==> config.mk <==
export PLATFORM = sky130hd
export DESIGN_NAME = counting_sender_flat
export DESIGN_NICKNAME = d
export VERILOG_FILES = /design/src/rtl/counting_sender_pkg.sv /design/src/rtl/counting_sender_if.sv /design/src/rtl/counting_sender.sv /design/src/flat_wrapper.sv
export SDC_FILE = /design/constraint.sdc
export NUM_CORES = 1
export LEC_CHECK = 0
export ABC_AREA = 0
export BUFFER_PORTS_ARGS = -buffer_cell sky130_fd_sc_hd__clkbuf_2
export CAP_MARGIN = 20
export CORE_ASPECT_RATIO = 0.8
export CORE_MARGIN = 8
export CORE_UTILIZATION = 31
export CTS_CLUSTER_SIZE = 28
export DETAILED_ROUTE_END_ITERATION = 16
export GPL_ROUTABILITY_DRIVEN = 0
export MAX_ROUTING_LAYER = met4
export RECOVER_POWER = 50
export SYNTH_ARGS = -nofsm -noshare
export SYNTH_HDL_FRONTEND = slang
export SYNTH_SLANG_ARGS = --single-unit
==> constraint.sdc <==
create_clock -name clk -period 4.3 [get_ports clk]
set_input_delay 1.075 -clock clk [delete_from_list [all_inputs] [get_ports clk]]
set_output_delay 1.075 -clock clk [all_outputs]
set_load 0.05 [all_outputs]
==> src/rtl/counting_sender_pkg.sv <==
// Shared constants for the counting subsystem.
// Symbol codes used by sender and detector; sender state encodings.
package counting_sender_pkg;

  typedef logic [1:0] sym_t;

  localparam sym_t SYM_IDLE = 2'd0;
  localparam sym_t SYM_1    = 2'd1;
  localparam sym_t SYM_2    = 2'd2;
  localparam sym_t SYM_3    = 2'd3;

  typedef enum logic [2:0] {
    ST_IDLE  = 3'd0,
    ST_SEND1 = 3'd1,
    ST_SEND2 = 3'd2,
    ST_SEND3 = 3'd3,
    ST_GAP   = 3'd4,
    ST_FIN   = 3'd5
  } state_t;

endpackage

==> src/rtl/counting_sender_if.sv <==
// Request/symbol bundle of the counting sender.
// master: sender side (drives num/valid/busy/done); slave: requester/sink.
interface counting_sender_if #(
  parameter int CNT_W = 4
);
  import counting_sender_pkg::*;

  logic             start;
  logic [CNT_W-1:0] reps;
  logic             gap;
  logic             ready;
  sym_t             num;
  logic             valid;
  logic             busy;
  logic             done;

  modport master (
    input  start, reps, gap, ready,
    output num, valid, busy, done
  );

  modport slave (
    output start, reps, gap, ready,
    input  num, valid, busy, done
  );

endinterface

==> src/rtl/counting_sender.sv <==
// Emits a programmed number of 1,2,3 patterns on num, with optional gaps.
// Ports: clk, reset (async, active-high), bus (counting_sender_if.master).
module counting_sender
  import counting_sender_pkg::*;
#(
  parameter int CNT_W = 4
) (
  input  logic               clk,
  input  logic               reset,
  counting_sender_if.master  bus
);

  state_t           state_q, state_d;
  logic [CNT_W-1:0] cnt_q, cnt_d;
  logic             gap_q, gap_d;

  always_ff @(posedge clk or posedge reset) begin
    if (reset) begin
      state_q <= ST_IDLE;
      cnt_q   <= '0;
      gap_q   <= 1'b0;
    end else begin
      state_q <= state_d;
      cnt_q   <= cnt_d;
      gap_q   <= gap_d;
    end
  end

  always_comb begin
    state_d = state_q;
    cnt_d   = cnt_q;
    gap_d   = gap_q;
    unique case (state_q)
      ST_IDLE: begin
        if (bus.start) begin
          // zero reps skips straight to the completion pulse
          if (bus.reps != '0) begin
            cnt_d   = bus.reps;
            gap_d   = bus.gap;
            state_d = ST_SEND1;
          end else begin
            state_d = ST_FIN;
          end
        end
      end
      ST_SEND1: if (bus.ready) state_d = ST_SEND2;
      ST_SEND2: if (bus.ready) state_d = ST_SEND3;
      ST_SEND3: begin
        if (bus.ready) begin
          cnt_d = cnt_q - 1'b1;
          if (cnt_q == CNT_W'(1))
            state_d = ST_FIN;
          else if (gap_q)
            state_d = ST_GAP;
          else
            state_d = ST_SEND1;
        end
      end
      ST_GAP:  state_d = ST_SEND1;
      ST_FIN:  state_d = ST_IDLE;
      default: state_d = ST_IDLE;
    endcase
  end

  always_comb begin
    bus.num   = SYM_IDLE;
    bus.valid = 1'b0;
    bus.busy  = (state_q != ST_IDLE);
    bus.done  = (state_q == ST_FIN);
    unique case (1'b1)
      (state_q == ST_SEND1): begin
        bus.num   = SYM_1;
        bus.valid = 1'b1;
      end
      (state_q == ST_SEND2): begin
        bus.num   = SYM_2;
        bus.valid = 1'b1;
      end
      (state_q == ST_SEND3): begin
        bus.num   = SYM_3;
        bus.valid = 1'b1;
      end
      default: ;
    endcase
  end

endmodule

==> src/flat_wrapper.sv <==
// flat-port wrapper written by rule: the top's interface ports become plain ports
module counting_sender_flat import counting_sender_pkg::*;
#(
  parameter int CNT_W = 4
)
  (clk, reset, bus_start, bus_reps, bus_gap, bus_ready, bus_num, bus_valid, bus_busy, bus_done);
  counting_sender_if #(.CNT_W(CNT_W)) bus_i ();
  input  logic clk;
  input  logic reset;
  input wire logic [$bits(bus_i.start)-1:0] bus_start;
  input wire logic [$bits(bus_i.reps)-1:0] bus_reps;
  input wire logic [$bits(bus_i.gap)-1:0] bus_gap;
  input wire logic [$bits(bus_i.ready)-1:0] bus_ready;
  output wire logic [$bits(bus_i.num)-1:0] bus_num;
  output wire logic [$bits(bus_i.valid)-1:0] bus_valid;
  output wire logic [$bits(bus_i.busy)-1:0] bus_busy;
  output wire logic [$bits(bus_i.done)-1:0] bus_done;
  assign bus_i.start = bus_start;
  assign bus_i.reps = bus_reps;
  assign bus_i.gap = bus_gap;
  assign bus_i.ready = bus_ready;
  assign bus_num = bus_i.num;
  assign bus_valid = bus_i.valid;
  assign bus_busy = bus_i.busy;
  assign bus_done = bus_i.done;
  counting_sender #(.CNT_W(CNT_W)) u_core (.clk(clk), .reset(reset), .bus(bus_i));
endmodule
==> results.py, run 1 <==
metrics = {
    "timing": {
        "slew_headroom_pct": 72.3,
        "post-route-period-util_pct": 59.6,
        "slew_viol_final": 0,
        "timing.final.crit_period_ns": 2.56,
        "tightestPinTransition_ns": 0.410,
        "setup_viol_count_final": 0,
        "hold_viol_final": 0,
        "tns_ns": 0,
        "fmax_ghz": 0.390,
        "skew_ns": 0.0111,
        "rsz0062_at_grt": "false",
    },
    "yosys": {
        "synth_area_um2": 574,
        "synth_top_cell_by_area": "dfrtp_1",
        "synth_warnings": 0,
        "syn_nets": 78,
        "ys_types": 32,
        "synth-adder-area-share_pct": 4.36,
        "seq_area_frac_synth_pct": 34.9,
        "yosys.area_share.simple_pct": 23.5,
        "syn_inst": 67,
        "synth_top_family_by_area": "simple AND/OR/NAND/NOR gates",
        "synth_top_area_share_pct": 34.9,
        "synthTopCellsByArea": "dfrtp_1 (35%), nor2_1 (4.6%), ha_1 (4.4%), o21ai_0 (4.4%), mux2_2 (3.9%)",
        "synth.area.mux_share_pct": 5.66,
        "avgSynthCellArea_um2": 8.57,
        "synth-compound-area-share_pct": 23.3,
        "synth-seq-cells": 8,
        "synth_xor_area_share_pct": 1.53,
    },
    "cts": {
        "ctsHtreeMaxLevel": 1,
        "cts-root-buf": "clkbuf_4",
        "ctsResizeCount": 0,
        "postCtsSetupBuffers": 0,
        "clk_pin_slew_worst_paths_ns": 0.06,
        "clk-insertion-delay-late_ns": 0.26,
        "clk_path_buf_depth": 2,
        "hold_buffers": 0,
        "cts_buffers": 3,
        "cts_tree": "done",
        "cts_sinks": 8,
    },
    "hold_path": {
        "hold_class": "reg2reg",
    },
    "outcome": {
        "status": "completed",
    },
    "pwr": {
        "p_leak_nw": 0.312,
        "fin_total_pwr_mw": 0.535,
        "power_density_mw_per_mm2": 798,
        "ir_drop_v": 0.000250,
    },
    "grt": {
        "grt_overflow": 0,
        "grt_use_total_pct": 8.83,
        "grt_pass1_wl_mm": 2.19,
        "antenna_found_initial": 0,
        "grt_pass1_vias": 475,
        "grt_max_degree": 14,
    },
    "floorplanning": {
        "die_x_um": 64.1,
        "die_area_mm2": 0.00349,
        "io_pins": 14,
        "start_util_pct": 31.5,
        "die_height_um": 54.5,
        "num_rows": 14,
        "fp.coreArea_mm2": 0.00182,
    },
    "route": {
        "vias": 526,
        "drtAntennaViolNets": 0,
        "routed_via_density": 5.06,
        "drtIter0Drc": 11,
        "drt_pass1_iterations": 4,
        "avgRoutedWirePerCell_um": 12.9,
        "drc_errors": 0,
        "drt_wl_total_mm": 1.34,
    },
    "finish": {
        "nNetsFinal": 93,
        "syn_to_final_growth_pct": 16.8,
        "final_util_pct": 36.8,
        "num_antenna_cells": 0,
        "layout-drive-gt1-share_pct": 26.3,
    },
    "placed_design": {
        "dp_hpwl_mm": 1.09,
        "port_buffers": 13,
    },
    "job": {
        "maxCapViolations": 0,
    },
    "setup_path": {
        "arrival_ns": 1.49,
        "required_ns": 3.22,
        "end_kind": "primary output",
        "worst_setup_path_start_kind": "flip-flop",
        "worst-path-max-fanout": 13,
        "crit_type": "reg2out",
    },
}
==> power by group <==
group          internal (mW)  switching [mW]  total [mW]
clock network         0.0320          0.0268      0.0589
logic                  0.114           0.198       0.313
registers              0.111          0.0523       0.163
total                  0.257           0.278       0.535
==> critical path: stages (launching register included) <==
cell      delay (ns)
dfrtp_1         0.51
or3_4           0.46
clkbuf_2        0.25
==> per-layer routing <==
metal / global-route usage [%] / wire length, µm / vias up
met5: - / 0 / -
met4: 5.42 / 29 / 0
met3: 4.29 / 72 / 4
met2: 10.6 / 515 / 9
met1: 11.3 / 719 / 246
li1: - / - / 267
==> worst paths after layout <==
check                                   from         endpoint  slack (ns)  cells past startpoint
max reg2reg                u_core.state_q[2]  u_core.cnt_q[1]        2.61                      3
max                        u_core.state_q[2]         bus_busy        1.74                      2
min in group asynchronous              reset     u_core.gap_q        0.73                      2
min                             u_core.gap_q     u_core.gap_q        0.54                      1
min reg2reg                     u_core.gap_q     u_core.gap_q        0.54                      1
max in group asynchronous              reset  u_core.cnt_q[3]        3.31                      2
==> cell families after synthesis <==
group	after synthesis
and+or+nand+nor	26
AOI/OAI and AO/OA	19
buffers and inverters	8
DFF	8
muxes	3
adders and majority gates	2
xor gates and xnor gates	1
==> sequential cells by signal (all words and copies together) (netlist names) <==
name / flops
u_core.state_q: 3
u_core.gap_q: 1
u_core.cnt_q: 4
==> cells in the mapped netlist <==
library cell  count
dfrtp_1           8
nor2_1            7
nand2_1           6
inv_1             5
o21ai_0           5
a31oi_1           3
nor2b_1           3
nor3_1            3
a21oi_1           2
ha_1              2
mux2_2            2
a21o_1            1
a22o_1            1
a22oi_1           1
buf_1             1
buf_2             1
buf_6             1
mux2i_1           1
nand2b_1          1
nand3_1           1
nand3b_1          1
o21a_1            1
o21ai_1           1
o22a_1            1
o22ai_1           1
o22ai_2           1
o41ai_2           1
or3_1             1
or3_4             1
or3b_2            1
or4_1             1
xor2_1            1
==> stage by stage <==
stage	setup WS, ns	hold WS [ns]	instances	cell area, µm²
finish	1.74	0.536	104	671
CTS	1.74	0.541	104	672
floorplan	1.88	0.504	67	574
detailed placement	2.02	0.527	101	649
global route	1.67	0.562	104	671
global placement	2.03	0.525	101	649
==> layout by cell type, fill, tap and decap left out, drive strengths merged, types with 2 or more instances in the layout <==
cell type,count
a21oi,2
a31oi,3
clkbuf,16
dfrtp,8
ha,2
inv,5
mux2,2
nand2,6
nor2,7
nor2b,3
nor3,3
o21ai,6
o22ai,2
or3,2
==> final cells by class <==
cell class                      instances  area (µm²)
Timing Repair Buffer                   13        63.8
Inverter                                5        18.8
Sequential cell                         8         200
Clock buffer                            3        22.5
Multi-Input combinational cell         51         335
Fill cell                             211        1150
Tap cell                               24        30.0
Power figures use the tool's default switching activity.
==> run 2, diff against run 1 <==
Settings changed: ABC_AREA 0 to 1.
Clock period 4.3 ns to 2.1 ns, I/O delays scaled along.
==> run 2 against run 1 <==
Against the previous run:
- critical path depth is 1 higher
- clock power is 110% higher
- flip-flop and latch count stayed put
- first-iteration DRC count is 18% higher
- register-to-register slack worse by 1.9 ns
- die area is 2.8% higher
- total power is 130% higher
- routed wire length is 6.3% higher
- critical endpoint is now bus_valid
- largest cell class unchanged
==> results.py, run 2 <==
metrics = {
    "cts": {
        "clk_pin_slew_worst_paths_ns": 0.06,
        "cts_tree": "done",
        "ctsResizeCount": 0,
        "ctsHtreeMaxLevel": 1,
        "cts_buffers": 3,
        "cts_sinks": 8,
        "postCtsSetupBuffers": 0,
        "clk-insertion-delay-late_ns": 0.26,
        "cts-root-buf": "clkbuf_4",
        "hold_buffers": 0,
        "clk_path_buf_depth": 2,
    },
    "yosys": {
        "synth_top_flop_cell": "dfrtp_1",
        "syn_nets": 101,
        "syn_inst": 90,
        "ys_types": 17,
        "synthTopCellsByArea": "dfrtp_1 (34%), nand2_1 (18%), inv_1 (6.9%), nand3_1 (6.7%), nand2_2 (5.2%)",
        "synth_area_um2": 597,
        "synth_top_cell_by_area": "dfrtp_1",
        "synth_top_area_share_pct": 33.5,
        "avgSynthCellArea_um2": 6.63,
        "async_flop_share_pct": 100,
        "synth_edf_count": 0,
        "synth_warnings": 0,
        "seq_area_frac_synth_pct": 33.5,
        "synth-seq-cells": 8,
        "yosysMostFrequentCell": "nand2_1",
        "synthTopCellsByCount": "nand2_1 (29), inv_1 (11), dfrtp_1 (8), nand3_1 (8), nor2_1 (7)",
    },
    "floorplanning": {
        "die_area_mm2": 0.00359,
        "io_pins": 14,
        "start_util_pct": 32.1,
        "die_height_um": 55.2,
        "die_x_um": 65.1,
        "num_rows": 14,
        "fp.coreArea_mm2": 0.00186,
    },
    "timing": {
        "skew_ns": 0.00483,
        "post-route-period-util_pct": 89.2,
        "holdWs_ns": 0.196,
        "tightestPinTransition_ns": 0.342,
        "setup_viol_count_final": 0,
        "timing.final.crit_period_ns": 1.87,
        "rsz0062_at_grt": "false",
        "slew_viol_final": 0,
        "hold_viol_final": 0,
        "tns_ns": 0,
        "slew_headroom_pct": 77.2,
        "fmax_ghz": 0.534,
    },
    "hold_path": {
        "hold_class": "in2async",
    },
    "grt": {
        "grt_use_total_pct": 8.68,
        "grt_pass1_vias": 536,
        "grt_max_degree": 9,
        "met1_usage_pct": 11.7,
        "antenna_found_initial": 0,
        "grt_most_used_layer": "met1",
        "grtUsageMet2_pct": 10.8,
        "met3_usage_pct": 1.21,
        "grt_overflow": 0,
        "grt_pass1_wl_mm": 2.42,
    },
    "setup_path": {
        "rr_worst_depth": 7,
        "worst_setup_path_start_kind": "flip-flop",
        "end_kind": "primary output",
        "rrSetupSlack_ns": 0.74,
        "rr_endpoint": "u_core.cnt_q[2]",
        "r2r_start": "u_core.cnt_q[0]",
        "required_ns": 1.57,
        "worst-path-max-fanout": 7,
        "arrival_ns": 1.35,
        "crit_type": "reg2out",
    },
    "outcome": {
        "status": "completed",
    },
    "route": {
        "drtIter0Drc": 13,
        "vias": 578,
        "drt_pass1_iterations": 4,
        "avgRoutedWirePerCell_um": 10.9,
        "routed_via_density": 4.45,
        "drtAntennaViolNets": 0,
        "drc_errors": 0,
        "drt_wl_total_mm": 1.42,
    },
    "placed_design": {
        "port_buffers": 13,
        "dpl_cell_area_um2": 697,
        "post-place-cells": 127,
        "dp_hpwl_mm": 1.14,
    },
    "finish": {
        "postLayoutCellArea_um2": 717,
        "nNetsFinal": 119,
        "final_common_cell": "nand2_1",
        "num_antenna_cells": 0,
        "fillers": 226,
        "top_register": "u_core.cnt_q",
        "largest_register_ff_count": 4,
        "layout_common_cells": "nand2_1 (29), clkbuf_2 (13), inv_1 (11)",
        "syn_to_final_growth_pct": 20.1,
        "finalNonFillerCells": 130,
        "layout-drive-gt1-share_pct": 28.3,
        "reg_top3": "u_core.cnt_q x4, u_core.state_q x3, u_core.gap_q x1",
    },
    "pwr": {
        "swShare_pct": 57.7,
        "p_leak_nw": 0.400,
        "combPwrFrac_pct": 63.5,
        "internal-power_mw": 0.528,
        "power_density_mw_per_mm2": 1740,
        "clkPwrFrac_pct": 10.1,
        "p_sw_mw": 0.720,
        "ir_drop_v": 0.00102,
        "fin_total_pwr_mw": 1.25,
        "pwr-share-seq_pct": 26.4,
    },
    "job": {
        "maxCapViolations": 0,
    },
}
## run 2: critical path, stage by stage, from the launching register on
cell and delay, ns:
dfrtp_1 0.48, nor2_1 0.13, nor2_1 0.17, clkbuf_2 0.31
## run 2: worst max path at each step
stage | end | start
2_1_floorplan | bus_done | u_core.state_q[2]
3_5_place_dp | bus_done | u_core.state_q[2]
6_report | bus_valid | u_core.state_q[0]
5_1_grt | bus_valid | u_core.state_q[1]
3_3_place_gp | bus_done | u_core.state_q[2]
4_1_cts | bus_done | u_core.state_q[2]
## run 2: layout make-up
class	instances	area, µm²	share of cell area, %
clock buffer	3	22.5	3.14
multi-input combinational	69	350	48.9
timing repair buffer	13	65.1	9.08
sequential	8	200	27.9
tap	24	30.0	4.19
inverter	13	48.8	6.81
## run 2: kinds of logic (layout without fill, tap and decap cells)
| logic type | after synthesis | count (layout) | synth area share, % |
|---|---|---|---|
| AND/OR/NAND/NOR | 58 | 58 | 46.5 |
| buffers and inverters | 13 | 29 | 8.18 |
| AO/OA/AOI/OAI | 9 | 9 | 7.55 |
| flip-flops | 8 | 8 | 33.5 |
| adder cells (fa/ha/maj) | 2 | 2 | 4.19 |
## run 2: through the flow
| step | util (%) | worst slack, ns |
|---|---|---|
| floorplan | - | 0.349 |
| global placement | 37.5 | 0.533 |
| detailed placement | 37.5 | 0.514 |
| CTS | 38.7 | 0.226 |
| global route | 38.6 | 0.118 |
| finish | 38.6 | 0.227 |
## run 2: power groups by stage
stage	registers, mW	clock network, mW	logic, mW
finish	0.329	0.126	0.793
global route	0.340	0.137	0.887
CTS	0.329	0.129	0.802
detailed placement	0.331	0	0.798
global placement	0.328	0	0.796
floorplan	0.307	0	0.653
## run 2: metal layers
layer / part of all wire (%) / vias up / wire length [µm]
met5: 0 / - / 0
met4: 1.9 / 0 / 27
met3: 0.99 / 2 / 14
met2: 41 / 8 / 585
met1: 56 / 251 / 793
li1: - / 317 / -
==> run 3, diff against run 2 <==
Settings changed: ABC_AREA 1 to not set, BUFFER_PORTS_ARGS -buffer_cell sky130_fd_sc_hd__clkbuf_2 to not set, DONT_BUFFER_PORTS set to 1.
==> run 3 against run 2 <==
Against the previous run:
- cell area decreased by 11%
- via count decreased by 19%
- core utilization decreased by 3.7 points
- die area decreased by 2.8%
- flip-flop and latch count unchanged
==> results.py, run 3 (synthesis gave the netlist of run 1 again) <==
metrics = {
    "outcome": {
        "status": "completed",
    },
    "placed_design": {
        "dpl_cell_area_um2": 614,
        "pre_cts_ws_ns": 0.376,
        "port_buffers": 0,
        "dp_hpwl_mm": 1.06,
    },
    "setup_path": {
        "crit_chain": "or3_4",
        "end_kind": "primary output",
        "cp_num_buf_inv": 0,
        "required_ns": 1.57,
        "cp_top_family": "simple AND/OR/NAND/NOR gates",
        "critPathMaxStageDelay_ns": 0.54,
        "worst-path-max-fanout": 13,
        "worst_setup_path_start_kind": "flip-flop",
        "worstSetupStartpoint": "u_core.state_q[2]",
        "r2r_start": "u_core.state_q[2]",
        "crit_type": "reg2out",
        "crit_path_top_delay_cell": "or3_4",
        "endpoint": "bus_busy",
        "cp.depth": 1,
        "rr_endpoint": "u_core.gap_q",
        "arrival_ns": 1.28,
        "rr_worst_depth": 3,
        "rrSetupSlack_ns": 0.36,
    },
    "floorplanning": {
        "start_util_pct": 31.5,
        "die_area_mm2": 0.00349,
        "die_height_um": 54.5,
        "die_x_um": 64.1,
        "num_rows": 14,
        "io_pins": 14,
        "fp.coreArea_mm2": 0.00182,
    },
    "pwr": {
        "ir_drop_v": 0.000496,
        "clkPwrFrac_pct": 10.0,
        "internal-power_mw": 0.540,
        "combPwrFrac_pct": 59.6,
        "p_leak_nw": 0.281,
        "pwr-share-seq_pct": 30.4,
        "power_density_mw_per_mm2": 1730,
        "swShare_pct": 50.9,
        "p_sw_mw": 0.560,
    },
    "finish": {
        "largest_register_ff_count": 4,
        "reg_top3": "u_core.cnt_q x4, u_core.state_q x3, u_core.gap_q x1",
        "layout_common_cells": "dfrtp_1 (8), nor2_1 (7), nand2_1 (6)",
        "final_common_cell": "dfrtp_1",
        "multiInputGateArea_um2": 335,
        "nNetsFinal": 84,
        "top_register": "u_core.cnt_q",
        "syn_to_final_growth_pct": 10.9,
        "num_antenna_cells": 0,
        "regArea_um2": 200,
        "postLayoutCellArea_um2": 637,
        "layout-drive-gt1-share_pct": 18.3,
        "fillers": 198,
    },
    "timing": {
        "hold_viol_final": 0,
        "skew_ns": 0.000669,
        "rsz0062_at_grt": "false",
        "final.setup.worst_slack_ns": 0.295,
        "setup_viol_count_final": 0,
        "post-route-period-util_pct": 86.0,
        "holdWs_ns": 0.101,
        "slew_headroom_pct": 71.8,
        "tightestPinTransition_ns": 0.419,
        "fmax_ghz": 0.554,
        "slew_viol_final": 0,
        "timing.final.crit_period_ns": 1.80,
        "tns_ns": 0,
    },
    "route": {
        "routed_via_density": 4.93,
        "drt_pass1_iterations": 4,
        "drc_errors": 0,
        "drt_wl_total_mm": 1.26,
        "drtAntennaViolNets": 0,
        "drtIter0Drc": 15,
        "avgRoutedWirePerCell_um": 13.3,
        "vias": 468,
    },
    "cts": {
        "clk_path_buf_depth": 2,
        "postCtsSetupBuffers": 0,
        "cts_sinks": 8,
        "ctsHtreeMaxLevel": 1,
        "clk-insertion-delay-late_ns": 0.24,
        "cts_tree": "done",
        "hold_buffers": 0,
        "clk_pin_slew_worst_paths_ns": 0.05,
        "ctsResizeCount": 0,
        "cts_buffers": 3,
        "cts-root-buf": "clkbuf_4",
    },
    "grt": {
        "grt_pass1_vias": 443,
        "grt_overflow": 0,
        "grt_max_degree": 14,
        "antenna_found_initial": 0,
        "grt_pass1_wl_mm": 2.06,
        "grt_use_total_pct": 7.94,
    },
    "job": {
        "maxCapViolations": 0,
    },
    "hold_path": {
        "hold_class": "in2async",
    },
}
==> run 3: changes by cell type in the layout (fill, tap and decap cells not counted), moves of 3 or more <==
cell / delta
nand2_1: -23
clkbuf_2: -13
nand3_1: -7
inv_1: -6
nand2_2: -5
buf_4: +4
a31oi_1: +3
nor2b_1: +3
==> run 3: stage by stage <==
stage | power [mW] | std cells | util, %
final | 1.10 | 95 | 35.0
after global placement | 0.987 | 92 | 33.7
after global routing | 1.19 | 95 | 35.0
after floorplan | 0.868 | 67 | -
after CTS | 1.11 | 95 | 35.0
after detailed placement | 0.992 | 92 | 33.7
==> run 3: how the worst min path moves through the flow <==
stage | startpoint | end | slack, ns
2_1_floorplan | reset | u_core.cnt_q[0] | 0.34
3_3_place_gp | reset | u_core.cnt_q[2] | 0.37
3_5_place_dp | reset | u_core.cnt_q[2] | 0.37
4_1_cts | reset | u_core.gap_q | 0.11
5_1_grt | reset | u_core.gap_q | 0.12
6_report | reset | u_core.cnt_q[2] | 0.10
==> run 3: area by class of cell <==
cell class	count	area share [%]
Tap cell	24	4.72
Timing Repair Buffer	4	4.72
Clock buffer	3	3.54
Sequential cell	8	31.4
Multi-Input combinational cell	51	52.7
Inverter	5	2.95
==> run 3: worst reg2reg max path, stage by stage, from the launching register on <==
cell	delay, ns
dfrtp_1	0.49
or3_4	0.54
nor2_1	0.23
mux2_2	0.36
==> run 3: per-layer routing <==
layer | global-route usage [%] | vias up | share of wire [%]
met3 | 1.84 | 2 | 7.1
met2 | 10.6 | 12 | 40
li1 | - | 248 | -
met5 | - | - | 0
met4 | 4.33 | 0 | 1.3
met1 | 10.7 | 206 | 51
==> run 3: power by group through the flow <==
| stage | clock [mW] | combinational, mW | sequential [mW] |
|---|---|---|---|
| after global placement | 0 | 0.652 | 0.335 |
| final | 0.110 | 0.655 | 0.334 |
| after detailed placement | 0 | 0.655 | 0.337 |
| after global routing | 0.129 | 0.713 | 0.353 |
| after floorplan | 0 | 0.598 | 0.270 |
| after CTS | 0.116 | 0.660 | 0.334 |
